File: src/rtl/fifo_pkg.sv
// fifo_pkg: pointer helpers shared by the read- and write-side FIFO controllers.
// Pointer convention: every controller declares localparam PTR_W = ADDR_WIDTH + 1,
// the extra MSB distinguishing full from empty.
package fifo_pkg;

    // Binary to reflected Gray; callers cast the result down to PTR_W bits.
    function automatic logic [31:0] bin2gray(input logic [31:0] b);
        return b ^ (b >> 1);
    endfunction

endpackage

File: src/rtl/fifo_rd_ctrl_gray2bin.sv
// gray2bin: combinational Gray-to-binary decoder.
// Ports: gray (WIDTH in) Gray code; bin (WIDTH out) binary value.
module gray2bin #(
    parameter int WIDTH = 4
) (
    input  logic [WIDTH-1:0] gray,
    output logic [WIDTH-1:0] bin
);

    // Each binary bit is the XOR of all Gray bits at or above it.
    for (genvar i = 0; i < WIDTH; i++) begin : g_bit
        assign bin[i] = ^gray[WIDTH-1:i];
    end

endmodule

File: src/rtl/fifo_rd_ctrl.sv
// fifo_rd_ctrl: read-domain pointer, empty, almost-empty, count and underflow state.
// Ports: rclk/rrst clock and sync active-high reset; rinc read request;
//        rq2_wptr synchronised Gray write pointer; runderflow_clr clears underflow;
//        raddr RAM read address; rptr Gray read pointer; rempty, ralmost_empty,
//        rcount, runderflow registered status.
module fifo_rd_ctrl
    import fifo_pkg::*;
#(
    parameter int ADDR_WIDTH = 3,
    parameter int AE_THRESH  = 1
) (
    input  logic                  rclk,
    input  logic                  rrst,
    input  logic                  rinc,
    input  logic [ADDR_WIDTH:0]   rq2_wptr,
    input  logic                  runderflow_clr,
    output logic [ADDR_WIDTH-1:0] raddr,
    output logic [ADDR_WIDTH:0]   rptr,
    output logic                  rempty,
    output logic                  ralmost_empty,
    output logic [ADDR_WIDTH:0]   rcount,
    output logic                  runderflow
);

    localparam int PTR_W = ADDR_WIDTH + 1;

    logic [PTR_W-1:0] rbin, rbin_n, rgray_n, wbin, cnt_n;
    logic             rd_ok, uf_n;

    gray2bin #(.WIDTH(PTR_W)) u_g2b (
        .gray(rq2_wptr),
        .bin (wbin)
    );

    // Flags are computed from the post-read pointer so rempty rises on the
    // edge that takes the last word.
    always_comb begin
        rd_ok   = rinc & ~rempty;
        rbin_n  = rbin + PTR_W'(rd_ok);
        rgray_n = PTR_W'(bin2gray(32'(rbin_n)));
        cnt_n   = wbin - rbin_n;
        uf_n    = (rinc & rempty) | (runderflow & ~runderflow_clr);
    end

    always_ff @(posedge rclk) begin
        if (rrst) begin
            rbin          <= '0;
            rptr          <= '0;
            rempty        <= 1'b1;
            ralmost_empty <= 1'b1;
            rcount        <= '0;
            runderflow    <= 1'b0;
        end else begin
            rbin          <= rbin_n;
            rptr          <= rgray_n;
            rempty        <= rgray_n == rq2_wptr;
            ralmost_empty <= cnt_n <= PTR_W'(AE_THRESH);
            rcount        <= cnt_n;
            runderflow    <= uf_n;
        end
    end

    assign raddr = rbin[ADDR_WIDTH-1:0];

endmodule
File: config.mk
export PLATFORM = sky130hd
export DESIGN_NAME = fifo_rd_ctrl
export DESIGN_NICKNAME = d
export VERILOG_FILES = /design/src/rtl/fifo_pkg.sv /design/src/rtl/fifo_rd_ctrl_gray2bin.sv /design/src/rtl/fifo_rd_ctrl.sv
export SDC_FILE = /design/constraint.sdc
export NUM_CORES = 1
export LEC_CHECK = 0
export CAP_MARGIN = 0
export CORE_MARGIN = 2
export CORE_UTILIZATION = 48
export DETAILED_ROUTE_END_ITERATION = 8
export GPL_ROUTABILITY_DRIVEN = 0
export PLACE_DENSITY = 0.93
export SLEW_MARGIN = 20
export SYNTH_ARGS = -nofsm -noshare
export SYNTH_HDL_FRONTEND = slang
export SYNTH_SLANG_ARGS = --single-unit
export TNS_END_PERCENT = 30
File: constraint.sdc
create_clock -name rclk -period 5.3 [get_ports rclk]
set_clock_uncertainty 0.1 [all_clocks]
set_input_delay 0.53 -clock rclk [delete_from_list [all_inputs] [get_ports rclk]]
set_output_delay 0.53 -clock rclk [all_outputs]
set_load 0.01 [all_outputs]
==> impl_results.md <==
* Reg-to-reg critical path endpoint: ralmost_empty
* R2R Setup Slk at 2710 ps
* Worst rel slew slack at 68.47%
* Pwr Density at around 280 mW/mm²
* Gr ovfl total at 0
* Ratio of cells with drive above 1 in the final layout at 10.20%
* Max Cap Viol at 0
* CTS HTree Levels at 1
* Final worst-path cycle share at 59.61%
* R2r startpoint: rempty
* # resized after CTS at 0
* Static Leak at about 0.38 nW
* Average wire per standard cell at 12.87 µm
* DRT Pass-1 Iters at 4
* IO Port Bufs at 21
* Clk root buf: clkbuf_4
* Worst-Skew Late Latency at 280 ps
* GRT Resource Usage Total at 18.61%
* Max Fanout on Critical Path at 5
* Worst-path clk slew at approximately 80 ps
* RSZ-0062 raised after global routing: no
* Routed vias at just under 600
* Clock buffer depth at 2
* Critical-path cell list: clkdlybuf4s50_1, xor2_1, xnor2_1, xor2_1, ha_1, inv_1, ha_1, o21bai_1, a21oi_1, a211oi_1, a2111oi_2, a211oi_2
* CP Capture Type: register
* Critical Path Slowest Stage Cell: clkdlybuf4s50_1
* Post-Route Setup TNS at 0 ps
* Crit path launch: rq2_wptr[3]
* Cell area after layout at a little under 0.001 mm²
* NumNets Final at 111
* Worst setup SP type: primary input
* Worst-case vdd ir drop at around 160 µV
* N_diodes at 0
* Starting DRT DRC Count at 6
* Hold_buf cts at 0
* Area grow syn2layout at 34.78%
* # rows at 14
* Cells after synthesis at 76
* WP data arrival at around 3200 ps
* Worst Path Required at 5370 ps
* Max-slew violations at 0
* EDFF count, synth at 0
* Synth Flop Type: dfxtp_1
* IO Count at 22
* Post-Syn Area at 723.2 µm²
* Clk sinks at 14
* Syn Nets at approximately 90
* Synth cell types at 27
* Routed WL at between 1 and 1.5 mm
* Worst reg-to-reg path cell count at 10
* Ys async rst share at 0%
* Overall power at about 0.27 mW
* Post-CTS Setup Inserts at 0
* CP Class: in -> reg
* Status: completed
* Starting density of the core at 49.74%
* Critical Path Max Stage Delay at around 590 ps
* Largest net degree at the start of global routing at 13
* Antenna violations before repair at 0
* Die X at 42.82 µm
* Vias in the first global route at 543
* Post-route ant nets at 0
* CORE AREA at 0.001454 mm²
* Avg Inst Size Synth at roughly 9.5 µm²
* Register area share after synthesis at between 30% and 40%
* Post-place instance area at 938.4 µm²
* DP Wirelength at 1.090 mm
* YS warnings at 0
* Final setup violation count at 0
* Fmax at 316.5 MHz
* Final hold violation count at 0
* Vias/cell at 5.228
* Num CTS Buffers at 3
* First-pass GRT wire length at 2.484 mm
* DRC at 0
* CTS tree: done
* Die area at 0.001833 mm²
* Die Height at 42.82 µm
* Period minus WS final at 3159 ps
* Worst setup path endpoint: ralmost_empty
* Worst Tran Pin Value at between 400 and 500 ps
* Worst Hold Class: reg -> reg
* Flops & latches, synth at 14
==> sequential cells by signal, indices dropped and copies added (netlist names) <==
name and cells:
rcount 4, rptr 4, rbin 3, ralmost_empty 1
rempty 1, runderflow 1
==> cell families (layout without fill, tap and decap cells) <==
kind of cell               Yosys count  in the layout  synth area share (%)
and+or+nand+nor                     24             24                 16.09
xor gates and xnor gates            16             16                 20.42
adders and majority gates            5              5                 8.478
buffers and inverters                5             27                 3.114
DFF                                 14             14                 38.75
AOI/OAI and AO/OA                   11             11                 11.76
muxes                                1              1                 1.384
==> synth_stat cells (all sizes together) (3+ instances only) <==
cell | count | share of area [%]
xnor2 | 10 | 13
nor2b | 4 | 3.5
dfxtp | 14 | 39
a211oi | 3 | 3.8
a21oi | 4 | 3.3
nor3 | 3 | 2.1
nor2 | 8 | 4.2
nand2 | 4 | 2.1
xor2 | 6 | 7.3
ha | 4 | 6.9
==> routing by layer <==
layer	wire, µm	vias up	GRT usage [%]
met5	0	-	0
met4	40	0	11.25
met3	60	5	3.830
met2	747	17	30.61
met1	619	276	21.90
li1	-	298	-
==> where the power goes <==
part	internal, mW	total (mW)	switching, mW
Combinational	0.0419	0.0776	0.0357
Sequential	0.116	0.119	0.00347
Clock	0.0419	0.0773	0.0355
==> cell type report <==
cell class	instances	area [µm²]
Fill cell	104	479.2
Multi-Input combinational cell	57	420.4
Sequential cell	14	280.3
Timing Repair Buffer	21	210.2
Clock buffer	4	36.28
Tap cell	16	20.02
Inverter	2	7.507
==> placed cells by master, fill, tap and decap left out, types with 2 or more instances in the layout <==
cell type,instances
dfxtp_1,14
ha_1,4
nor2b_1,4
clkbuf_4,3
a21oi_1,3
inv_1,2
a211oi_1,2
nor3_1,3
nand2_1,4
clkdlybuf4s50_1,21
nor2_1,8
xor2_1,6
xnor2_1,9
==> worst max-delay path: cells and delay by family <==
family / cells / cell delay [ps]
XOR/XNOR: 3 / 750
AO/OA/AOI/OAI: 5 / 870
buffers and inverters: 2 / 640
adder cells (fa/ha/maj): 2 / 430
==> how the worst min path moves through the flow <==
stage                           from    endpoint  slack [ps]  depth (start not counted)
final                     runderflow  runderflow         370                          2
after floorplan           runderflow  runderflow         390                          2
after detailed placement  runderflow  runderflow         370                          2
after global routing      runderflow  runderflow         430                          2
after CTS                 runderflow  runderflow         380                          2
after global placement    runderflow  runderflow         360                          2
==> metrics by stage <==
stage / worst slack, ps / utilization (%) / hold WS [ps] / cells
floorplan: 2591 / - / 389.0 / 76
global placement: 1986 / 64.54 / 357.1 / 110
detailed placement: 1882 / 64.54 / 370.6 / 110
CTS: 2131 / 67.04 / 381.2 / 114
global route: 1931 / 67.04 / 425.7 / 114
finish: 2141 / 67.04 / 374.6 / 114
No activity file was read; power rests on OpenSTA's default activity.
==> RTL change, RTL diff (same flow settings) <==
`ADDR_WIDTH`: 3 -> 4.
--- a/src/rtl/fifo_rd_ctrl.sv
+++ b/src/rtl/fifo_rd_ctrl.sv
@@ -7,5 +7,5 @@
     import fifo_pkg::*;
 #(
-    parameter int ADDR_WIDTH = 3,
+    parameter int ADDR_WIDTH = 4,
     parameter int AE_THRESH  = 1
 ) (
Ports: changed (resized raddr, rcount, rptr and rq2_wptr); port bits go from 22 to 26. No check against the original RTL was run, so the function may have changed too.
==> RTL change against the original RTL <==
- worst hold slack improved by 16 ps
- count of clock-buffer cells in the layout unchanged
- wire length increased by 11%
- global-route usage decreased by 1.6 points
- cell count increased by 19%
- synthesized area increased by 22%
- core utilization increased by 0.86 points
- power increased by 12%
- design area increased by 20%
- sequential cell count increased by 3
- setup slack got worse by 310 ps
- die area increased by 20%
- largest power group unchanged
==> RTL change: results (changes against the original RTL) <==
For the share of synthesized area occupied by flip-flops and latches, the log shows 38.7% (-0.063 points). The count of antenna diodes in the layout was 0 (unchanged); the routed wire length per instance was 11.9 um (-7.2%). The slew at the pin closest to its max-slew limit works out to 609 ps (+138 ps). The worst-case vdd ir drop is 0.113 mV (-27%), and the number of nets in the final layout is 126 (+14%). The largest registers in the layout are rcount x5, rptr x5, rbin x4. The tools report the number of buffers on the longest clock path as 2 (unchanged). The count of input and output buffers was 25 (+19%); the largest fanout of any net on the critical path was 3 (-2). For the global-route total usage across every layer, the log shows 17.0% (-1.6 points). In the synthesized netlist, the cells that appear most often are sky130_fd_sc_hd__dfxtp_1, sky130_fd_sc_hd__nor2_1, sky130_fd_sc_hd__xnor2_1, sky130_fd_sc_hd__inv_1, sky130_fd_sc_hd__xor2_1. Post-cts gate resize count: 0 (unchanged). The clock-pin slew reported for the worst setup and hold paths after clock tree synthesis is 100 ps (+20 ps), and the clock insertion delay at the later pin of the skew report is 290 ps. The leakage power figure came out at 0.469 nW (+24%). Flip-flop cell with the highest count after synthesis: sky130_fd_sc_hd__dfxtp_1.

The via count of the first global-routing pass was 597 (+9.9%). The run finished with clean final reports. The tools report the number of DRC markers in iteration 0 as 5 (-1). The fraction of layout instances using a drive strength above 1 works out to 8.11% (-2.1 points). The count of cell types in the netlist is 26 (-3.7%), and the placed wire-length estimate after detailed placement is 1310 um (+20%). The average via count per standard cell works out to 4.67 (-11%). The signal arrival time at the worst endpoint came out at 3540 ps (+320 ps).

In the post-synthesis netlist, the biggest area contributors are sky130_fd_sc_hd__dfxtp_1, sky130_fd_sc_hd__xnor2_1, sky130_fd_sc_hd__nor2_1. The logs give 2570 um (+3.6%) for the global-route wire length before repair and 18 (+5) for the pin count of the biggest net entering global routing. For the count of filler cells inserted in the layout, the log shows 146 (+40%).

For the total nets after synthesis, the log shows 98 (+11%).
## RTL change: cells by family (layout without fill, tap and decap cells)
family | after synthesis | after routing | synth area share (%)
buffers and inverters | 7 | 34 | 3.84
XOR/XNOR | 22 | 22 | 29.6
AO/OA/AOI/OAI | 7 | 7 | 5.83
flip-flops | 17 | 17 | 38.7
AND/OR/NAND/NOR | 25 | 25 | 12.8
adder cells (fa/ha/maj) | 6 | 6 | 9.25
## RTL change: cell type report
type                            count  area [sq um]  share of cell area (%)
Clock buffer                        4          26.3                    2.24
Timing Repair Buffer               25           250                    21.3
Inverter                            5          18.8                    1.60
Multi-Input combinational cell     60           505                    43.1
Sequential cell                    17           340                    29.0
Tap cell                           25          31.3                    2.67
## RTL change: worst paths after layout
check                    from       endpoint  slack (ps)  cells past startpoint
hold reg to reg    runderflow     runderflow         390                      2
setup reg to reg       rempty  ralmost_empty        2730                      8
hold / removal     runderflow     runderflow         390                      2
setup / recovery  rq2_wptr[3]  ralmost_empty        1830                     11
## RTL change: routing by layer
metal / wire length (um) / vias to the layer above / global-route usage, %
met5: 0 / - / 0
met4: 19 / 0 / 6.67
met3: 91 / 2 / 5.77
met2: 800 / 21 / 30.4
met1: 713 / 289 / 18.2
li1: - / 323 / -
## RTL change: through the flow
stage	area [sq um]	cells	setup WS (ps)	util, %
after floorplan	880	84	2260	-
after global placement	1150	132	1620	66.4
after detailed placement	1150	132	1530	66.4
after CTS	1170	136	1820	67.9
after global routing	1170	136	1750	67.9
final	1170	136	1830	67.9
## RTL change: worst max-delay path: stages
cell                              delay, ps
sky130_fd_sc_hd__clkdlybuf4s50_1        530
sky130_fd_sc_hd__xnor3_2                500
sky130_fd_sc_hd__xnor2_1                360
sky130_fd_sc_hd__xnor2_1                170
sky130_fd_sc_hd__ha_1                   160
sky130_fd_sc_hd__inv_1                   60
sky130_fd_sc_hd__fa_1                   400
sky130_fd_sc_hd__a21o_1                 180
sky130_fd_sc_hd__maj3_2                 330
sky130_fd_sc_hd__xnor2_2                140
sky130_fd_sc_hd__a31o_1                 180
## RTL change: where the power goes
group          total (mW)  leakage, nW  switching, mW  internal (mW)
sequential          0.143        0.140        0.00340          0.139
combinational      0.0981        0.314         0.0436         0.0544
clock              0.0662       0.0150         0.0370         0.0292
